$ cat config.mk
export PLATFORM = sky130hd
export DESIGN_NAME = game_status_tracker
export DESIGN_NICKNAME = d
export VERILOG_FILES = /design/src/rtl/game_status_tracker_pkg.sv /design/src/rtl/game_status_tracker_bcd_adder.sv /design/src/rtl/game_status_tracker.sv
export SDC_FILE = /design/constraint.sdc
export NUM_CORES = 1
export LEC_CHECK = 0
export CORE_AREA = 3 3 79 100
export DETAILED_ROUTE_END_ITERATION = 10
export DIE_AREA = 0 0 82 103
export MAX_ROUTING_LAYER = met4
export PLACE_DENSITY = 0.61
export SLEW_MARGIN = 20
export SYNTH_ARGS = -nofsm -noshare
export SYNTH_HDL_FRONTEND = slang
export SYNTH_SLANG_ARGS = --single-unit
$ cat constraint.sdc
create_clock -name clk -period 7.6 [get_ports clk]
set_clock_uncertainty 0.15 [all_clocks]
set_input_delay 2.28 -clock clk [delete_from_list [all_inputs] [get_ports clk]]
set_output_delay 2.28 -clock clk [all_outputs]
set_load 0.05 [all_outputs]
$ cat src/rtl/game_status_tracker_pkg.sv
// Shared types and constants for the game status tracker: FSM states, BCD digits,
// the extra-life score threshold and a parameter-to-BCD helper.
package game_status_tracker_pkg;

  typedef enum logic [2:0] {
    IDLE       = 3'd0,
    PLAYING    = 3'd1,
    HIT_PAUSE  = 3'd2,
    WAVE_CLEAR = 3'd3,
    DONE       = 3'd4
  } state_t;

  typedef logic [3:0] bcd_digit_t;

  localparam logic [15:0] BONUS_THRESHOLD = 16'h1000;

  // Elaboration-time conversion of a 0..9999 integer into four packed BCD digits.
  function automatic logic [15:0] to_bcd16(input int v);
    bcd_digit_t d3, d2, d1, d0;
    d3 = 4'((v / 1000) % 10);
    d2 = 4'((v / 100) % 10);
    d1 = 4'((v / 10) % 10);
    d0 = 4'(v % 10);
    return {d3, d2, d1, d0};
  endfunction

endpackage

$ cat src/rtl/game_status_tracker_bcd_adder.sv
// Four-digit BCD adder, purely combinational; any carry out of the thousands
// digit saturates the result to 9999.
module bcd_adder
  import game_status_tracker_pkg::*;
(
  input  logic [15:0] a,
  input  logic [15:0] b,
  output logic [15:0] sum
);

  bcd_digit_t digit [4];
  logic       carry;
  logic [4:0] t;

  always_comb begin
    carry = 1'b0;
    t     = '0;
    for (int i = 0; i < 4; i++) begin
      t = {1'b0, a[i*4 +: 4]} + {1'b0, b[i*4 +: 4]} + {4'b0, carry};
      if (t > 5'd9) begin
        digit[i] = 4'(t - 5'd10);
        carry    = 1'b1;
      end else begin
        digit[i] = t[3:0];
        carry    = 1'b0;
      end
    end
    sum = carry ? 16'h9999 : {digit[3], digit[2], digit[1], digit[0]};
  end

endmodule

$ cat src/rtl/game_status_tracker.sv
// Lives / BCD score / wave bookkeeping and play-state FSM; all outputs registered.
// Define EXTRA_LIFE_EN to award one extra life per game when the score first reaches 1000.
module game_status_tracker
  import game_status_tracker_pkg::*;
#(
  parameter int NUM_INVADERS = 55,
  parameter int START_LIVES  = 3,
  parameter int KILL_POINTS  = 10,
  parameter int PAUSE_FRAMES = 60
) (
  input  logic        clk,
  input  logic        reset,
  input  logic        start,
  input  logic        frame_tick,
  input  logic        player_hit,
  input  logic        invader_killed,
  input  logic        invader_landed,
  output logic        finished,
  output logic        playfield_active,
  output logic [2:0]  lives,
  output logic [15:0] score,
  output logic [5:0]  invaders_left,
  output logic [3:0]  wave
);

  localparam logic [15:0] KILL_BCD = to_bcd16(KILL_POINTS);

  state_t      state, state_nxt;
  logic [7:0]  pause_cnt, pause_nxt;
  logic [2:0]  lives_nxt;
  logic [3:0]  lives_sum;
  logic [15:0] score_nxt, sum;
  logic [5:0]  inv_nxt;
  logic [3:0]  wave_nxt;
  logic        bonus_given, bonus_nxt, bonus;
  logic        pause_done, last_kill, kill_ok;

  bcd_adder u_bcd_adder (
    .a   (score),
    .b   (KILL_BCD),
    .sum (sum)
  );

  assign pause_done = frame_tick && (pause_cnt == 8'(PAUSE_FRAMES - 1));
  assign kill_ok    = invader_killed && (invaders_left != 6'd0);
  assign last_kill  = invader_killed && (invaders_left == 6'd1);

`ifdef EXTRA_LIFE_EN
  assign bonus = invader_killed && !bonus_given &&
                 (score < BONUS_THRESHOLD) && (sum >= BONUS_THRESHOLD);
`else
  assign bonus = 1'b0;
`endif

  always_ff @(posedge clk) begin
    if (!reset) state <= IDLE;
    else        state <= state_nxt;
  end

  always_comb begin
    state_nxt = state;
    case (state)
      PLAYING: begin
        if (invader_landed || (player_hit && lives <= 3'd1)) state_nxt = DONE;
        else if (last_kill)                                  state_nxt = WAVE_CLEAR;
        else if (player_hit)                                 state_nxt = HIT_PAUSE;
      end
      HIT_PAUSE, WAVE_CLEAR: if (pause_done) state_nxt = PLAYING;
      default: ;
    endcase
    if (start) state_nxt = PLAYING;
  end

  always_comb begin
    lives_nxt = lives;
    score_nxt = score;
    inv_nxt   = invaders_left;
    wave_nxt  = wave;
    pause_nxt = pause_cnt;
    bonus_nxt = bonus_given;
    lives_sum = '0;
    if (start) begin
      lives_nxt = 3'(START_LIVES);
      score_nxt = '0;
      inv_nxt   = 6'(NUM_INVADERS);
      wave_nxt  = 4'd1;
      pause_nxt = '0;
      bonus_nxt = 1'b0;
    end else begin
      case (state)
        PLAYING: begin
          // Score credit survives a landing; everything else the landing overrides.
          if (invader_killed) score_nxt = sum;
          if (invader_landed) begin
            lives_nxt = '0;
          end else begin
            if (kill_ok) inv_nxt = invaders_left - 6'd1;
            if (player_hit && lives <= 3'd1) begin
              lives_nxt = '0;
            end else begin
              lives_sum = {1'b0, lives} - {3'b0, player_hit} + {3'b0, bonus};
              lives_nxt = (lives_sum > 4'd7) ? 3'd7 : lives_sum[2:0];
              if (bonus) bonus_nxt = 1'b1;
            end
          end
        end
        HIT_PAUSE, WAVE_CLEAR: begin
          if (frame_tick) begin
            pause_nxt = pause_done ? 8'd0 : pause_cnt + 8'd1;
            if (pause_done && state == WAVE_CLEAR) begin
              inv_nxt  = 6'(NUM_INVADERS);
              wave_nxt = (wave == 4'd15) ? 4'd1 : wave + 4'd1;
            end
          end
        end
        default: ;
      endcase
    end
  end

  always_ff @(posedge clk) begin
    if (!reset) begin
      finished         <= 1'b0;
      playfield_active <= 1'b0;
      lives            <= '0;
      score            <= '0;
      invaders_left    <= '0;
      wave             <= '0;
      pause_cnt        <= '0;
      bonus_given      <= 1'b0;
    end else begin
      finished         <= (state_nxt == DONE);
      playfield_active <= (state_nxt == PLAYING);
      lives            <= lives_nxt;
      score            <= score_nxt;
      invaders_left    <= inv_nxt;
      wave             <= wave_nxt;
      pause_cnt        <= pause_nxt;
      bonus_given      <= bonus_nxt;
    end
  end

endmodule

* Word level (Yosys, flattened, before mapping)
Cells that the tools add are included.
** Cells by class
- $add $sub $neg :: 12
- Order comparisons :: 6
- Equal/unequal tests :: 16
- Muxes and demuxes :: 32
- Bitwise operators :: 1
- Reductions and logical operators :: 23
** Operator list (count)
- $mux W6 :: 5
- $mux W3 :: 8
- $mux W4 :: 5
- $mux W16 :: 1
- $sub A4 B4 Y4 const B :: 4
- $gt A5 B4 Y1 const B :: 3
- $ne A3 B3 Y1 const B :: 4
- $pmux W6 S2 :: 1
- $reduce_bool A2 Y1 :: 6
- $add A4 B1 Y5 :: 2
- $reduce_and A5 Y1 :: 2
- $reduce_and A3 Y1 :: 3
- $add A8 B1 Y8 const B :: 1
- $eq A8 B6 Y1 const B :: 1
- $mux W1 :: 8
- $mux W8 :: 1
- $ne A2 B2 Y1 const B :: 4
- $eq A3 B1 Y1 const B :: 2
- $eq A3 B2 Y1 const B :: 2
- $eq A6 B1 Y1 const B :: 1
- $pmux W3 S2 :: 1
- $reduce_bool A6 Y1 :: 1
- $sub A6 B1 Y6 const B :: 1
- $add A4 B1 Y5 const B :: 1
- 15 further kinds :: 22
** Word-level totals
- Flip-flop bits (word level) :: 42
- Output and inout bits :: 31

* Longest topological paths before layout
- Depth after elaboration :: 13
- Mapped depth :: 20
- Mapped depth without buffers :: 19

* By module
From an unflattened synthesis, not the netlist that was laid out.
** Second synthesis, totals
- Cell total of the unflattened synthesis :: 355
- Area, all modules :: 3004.1 um2
** By module, submodules not included
- game_status_tracker :: instances 1, cells each 226, area each 1979.4 um2, seq. area each 840.8 um2
- bcd_adder :: instances 1, cells each 129, area each 1024.7 um2, seq. area each 0.0 um2

* Worst setup path before layout
OpenSTA, ideal clock, no wires.
- Path kind :: reg2reg
- From :: register score[3]
- To :: register score[6]
- Setup time :: 0.117 ns
- Data arrival time :: 4.422 ns
- Path slack :: 2.910 ns
- Stages on the path, launching flop included :: 20
- Clock period less this slack :: 4.690 ns
- Cells stage by stage :: dfxtp_1 -> o21ai_0 -> ha_1 -> inv_1 -> ha_1 -> nand3b_1 -> a41oi_1 -> nor2_1 -> ha_1 -> ha_1 -> nand3b_1 -> a41oi_1 -> nor2_1 -> ha_1 -> ha_1 -> nand2b_1 -> a31oi_1 -> nor3_2 -> nor3_1 -> a32o_1
** Between the ends
- Longest elaborated chain between the ends :: 12
** RTL lines
- from (decl) :: RTL line game_status_tracker.sv:21 : output logic [15:0] score,
- from (signal assigned) :: RTL line game_status_tracker.sv:135 : score <= score_nxt;
- $gt A4 B4 Y1 * :: RTL line game_status_tracker_bcd_adder.sv:20 : if (t > 5'd9) begin
- $mux W1 * :: RTL line game_status_tracker_bcd_adder.sv:20
- $add A5 B1 Y5 * :: RTL line game_status_tracker_bcd_adder.sv:19 : t = {1'b0, a[i*4 +: 4]} + {1'b0, b[i*4 +: 4]} + {4'b0, carry};
- $gt A5 B4 Y1 :: RTL line game_status_tracker_bcd_adder.sv:20
- $mux W1 :: RTL line game_status_tracker_bcd_adder.sv:20
- $add A4 B1 Y5 :: RTL line game_status_tracker_bcd_adder.sv:19
- $gt A5 B4 Y1 :: RTL line game_status_tracker_bcd_adder.sv:20
- $mux W1 :: RTL line game_status_tracker_bcd_adder.sv:20
- $add A4 B1 Y5 :: RTL line game_status_tracker_bcd_adder.sv:19
- $gt A5 B4 Y1 :: RTL line game_status_tracker_bcd_adder.sv:20
- $mux W1 :: RTL line game_status_tracker_bcd_adder.sv:20
- $mux W16 * :: RTL line game_status_tracker_bcd_adder.sv:28 : sum = carry ? 16'h9999 : {digit[3], digit[2], digit[1], digit[0]};
Mark *: on every way between the ends. The rest lies on a longest branch, timed or not.
A chain may end at the register's enable or synchronous reset.

* Worst setup path after layout
- From :: register score[1]
- To :: register score[6]
Same word-level chain as after synthesis.

==> impl_metrics.py <==
metrics = {
    "run_status": {
        "run_status": "complete, no violations",
    },
    "global_route": {
        "grt_pass1_wl_um": 10200,
        "antenna_found_initial": 0,
        "grtUsageTotal_pct": 15.6,
        "grt_max_degree": 17,
        "first_global_vias": 2161,
        "gr-total-overflow": 0,
    },
    "power_and_ir_drop": {
        "sw_frac_of_total_pct": 28.0,
        "p_clk_share_pct": 36.2,
        "power_density_nw_per_um2": 163,
        "vdd_ir_drop_max_mv": 0.0887,
        "p_seq_share_pct": 48.3,
        "pwr-share-comb_pct": 15.5,
        "p_leak_nw": 1.03,
        "switching_power_mw": 0.136,
        "internal_power_mw": 0.349,
    },
    "logic_synthesis": {
        "synth_top_flop_cell": "dfxtp_1",
        "netlist_instances": 288,
        "yosys.area.top_type": "dfxtp_1",
        "ys_seq_area_share_pct": 34.5,
        "synth_area_um2": 2440,
        "synth_top_cell_area_share_pct": 34.5,
        "syn_nets": 310,
        "ys_warn_count": 0,
        "synth_area_per_cell_um2": 8.47,
        "ys_types": 63,
        "ys_seq_elements": 42,
        "synthTopCellsByCount": "dfxtp_1 (42), nor2_1 (33), a21oi_1 (20)",
        "synth_edf_count": 0,
        "async_flop_share_pct": 0,
        "yosysMostFrequentCell": "dfxtp_1",
        "synth_area_leaders": "dfxtp_1 (34%), ha_1 (7.7%), nor2_1 (5.1%)",
    },
    "place": {
        "dp_hpwl_um": 4500,
        "placed_area_um2": 2860,
        "place_inst": 403,
        "portBuffers": 37,
        "place.gp.congestion": 0.862,
    },
    "clocking": {
        "cts-htree-levels": 2,
        "clockRootBuffer": "clkbuf_8",
        "postCtsHoldBufs": 0,
        "cts_buffers": 5,
        "clockBufferDepth": 2,
        "clk_latency_ns": 0.29,
        "path_clk_slew_ns": 0.08,
        "clock-sinks": 42,
        "cts_resized": 0,
        "cts_tree": "built",
        "post_cts_buffers": 0,
    },
    "sta": {
        "final_max_slew_viol_count": 0,
        "hold_violations": 0,
        "setup_tns_ns": 0,
        "rsz0062_at_grt": "no",
        "final.hold.worst_slack_ns": 0.336,
        "worstMarginPinSlew_ns": 0.879,
        "fin_crit_ns": 5.00,
        "setup_viol": 0,
        "finalCritPeriodShare_pct": 65.7,
        "fmax_ghz": 0.200,
        "max_slew_margin_pct": 41.2,
    },
    "layout": {
        "synthToLayoutAreaGrowth_pct": 21.9,
        "design_area_um2": 2970,
        "utilization_pct": 42.6,
        "final_nets": 342,
        "drive_gt1_share_pct": 6.54,
        "diodes": 0,
        "final_cells": 411,
    },
    "critical_path": {
        "critPathCaptureType": "register",
        "critPathRequiredTime_ns": 7.64,
        "slowest_delay_ns": 0.48,
        "crit_type": "register to register",
        "crit_chain": "o21ai_0 > ha_1 > inv_1 > ha_1 > nand3b_1 > a41oi_1 > nor2_1 > ha_1 > ha_1 > nand3b_1 > a41oi_1 > nor2_1 > ha_1 > ha_1 > o21a_1 > nor2_1 > nor3_2 > nor3_1 > a32o_1",
        "crit_path_max_fanout": 9,
        "arrival_ns": 5.04,
        "startpoint_type": "register",
        "cp_common_cell": "ha_1",
        "cpMaxStageDelayCell": "nor3_2",
    },
    "floorplanning": {
        "die_y_um": 103,
        "io_pins": 38,
        "core-area_um2": 6980,
        "die_w_um": 82,
        "die-area_um2": 8450,
        "fp-row-count": 34,
        "start_util_pct": 35.0,
    },
    "routing": {
        "via_count": 2242,
        "wl_per_cell_um": 14.7,
        "viasPerCell": 5.45,
        "routed_wl_um": 6030,
        "drc": 0,
        "antenna_left": 0,
        "dr.pass1.iters": 4,
        "drtIter0Drc": 111,
    },
    "worst_hold_path": {
        "hp-class": "register to register",
    },
    "run": {
        "max_cap_viol_count": 0,
    },
}
per-stage QoR:
| stage | power, mW | setup slack (ns) |
|---|---|---|
| 2_1_floorplan | 0.291 | 2.91 |
| 3_3_place_gp | 0.315 | 2.64 |
| 3_5_place_dp | 0.315 | 2.63 |
| 4_1_cts | 0.492 | 2.59 |
| 5_1_grt | 0.507 | 2.18 |
| 6_report | 0.486 | 2.60 |
kinds of logic (layout without fill, tap and decap cells):
logic type	count (synthesis)	after routing	share of synthesized area (%)
and+or+nand+nor	119	119	27.2
AOI/OAI and AO/OA	70	70	20.6
DFF	42	42	34.5
buffers and inverters	28	61	4.87
adders and majority gates	15	15	7.70
xor gates and xnor gates	11	11	3.95
muxes	3	3	1.23
flip-flops by register name, summed over array words and instances, names as in the netlist:
register,cells
state,3
finished,1
invaders_left,6
pause_cnt,8
score,16
lives,3
playfield_active,1
wave,4
power groups by stage:
| stage | registers, mW | logic [mW] | clock network (mW) |
|---|---|---|---|
| after detailed placement | 0.239 | 0.0757 | 0 |
| after floorplan | 0.255 | 0.0363 | 0 |
| after global placement | 0.240 | 0.0750 | 0 |
| after CTS | 0.234 | 0.0759 | 0.181 |
| final | 0.235 | 0.0755 | 0.176 |
| after global routing | 0.236 | 0.0820 | 0.190 |
metal layers:
layer / part of all wire [%] / GRT usage, %
met2: 51 / 26.8
met1: 44 / 18.3
met4: 1.1 / 4.48
met5: 0 / -
met3: 4.2 / 2.80
cells in the final DEF, fill, tap and decap left out, drive strengths merged, types with 2 or more instances in the layout:
master         synthesis  layout
nor4                   3       3
or4                    2       2
o311a                  2       2
inv                   16      16
and4bb                 2       2
nor2b                  2       2
nand3b                 5       5
dfxtp                 42      42
and4                   2       2
clkdlybuf4s50          0      37
o22ai                  2       2
o31ai                  3       3
o21ai                 10      10
a32o                   2       2
o21a                   3       3
xor2                   2       2
o32ai                  4       4
a21oi                 21      21
or3                    6       6
nand3                 16      16
or2                    2       2
a31oi                  5       5
ha                    15      15
nand2                 17      17
nor3                   7       7
nand4                  7       7
xnor2                  9       9
o2111ai                2       2
clkbuf                 8       5
o41ai                  2       2
a41oi                  3       3
a211oi                 3       3
or3b                   4       4
mux2i                  3       3
nand2b                 5       5
a21o                   2       2
nor2                  33      33
clkinv                 0       2
worst paths after layout:
| check | startpoint | slack, ns | cells after the start | to |
|---|---|---|---|---|
| min | score[0]$_SDFFE_PP0P_ | 0.34 | 2 | score[0]$_SDFFE_PP0P_ |
| max | score[1]$_SDFFE_PP0P_ | 2.60 | 19 | score[6]$_SDFFE_PP0P_ |
| min reg2reg | score[0]$_SDFFE_PP0P_ | 0.34 | 2 | score[0]$_SDFFE_PP0P_ |
| max reg2reg | score[1]$_SDFFE_PP0P_ | 2.60 | 19 | score[6]$_SDFFE_PP0P_ |
layout make-up:
cell class	instances	area, um^2
multi-input cells	218	1480
repair buffers	37	370
inverters	16	60.1
well taps	90	113
clock buffers	5	68.8
flip-flops and latches	42	841
clock inverters	3	40.0
fillers	740	4010
critical path: cells and delay by family, from the launching register on:
family	cells	cell delay (ns)
simple gates	7	1.31
compound gates	5	1.23
fa+ha+maj	6	1.78
buf+inv	1	0.07
flops	1	0.36
Note: power is estimated with default switching activity, not from simulation.
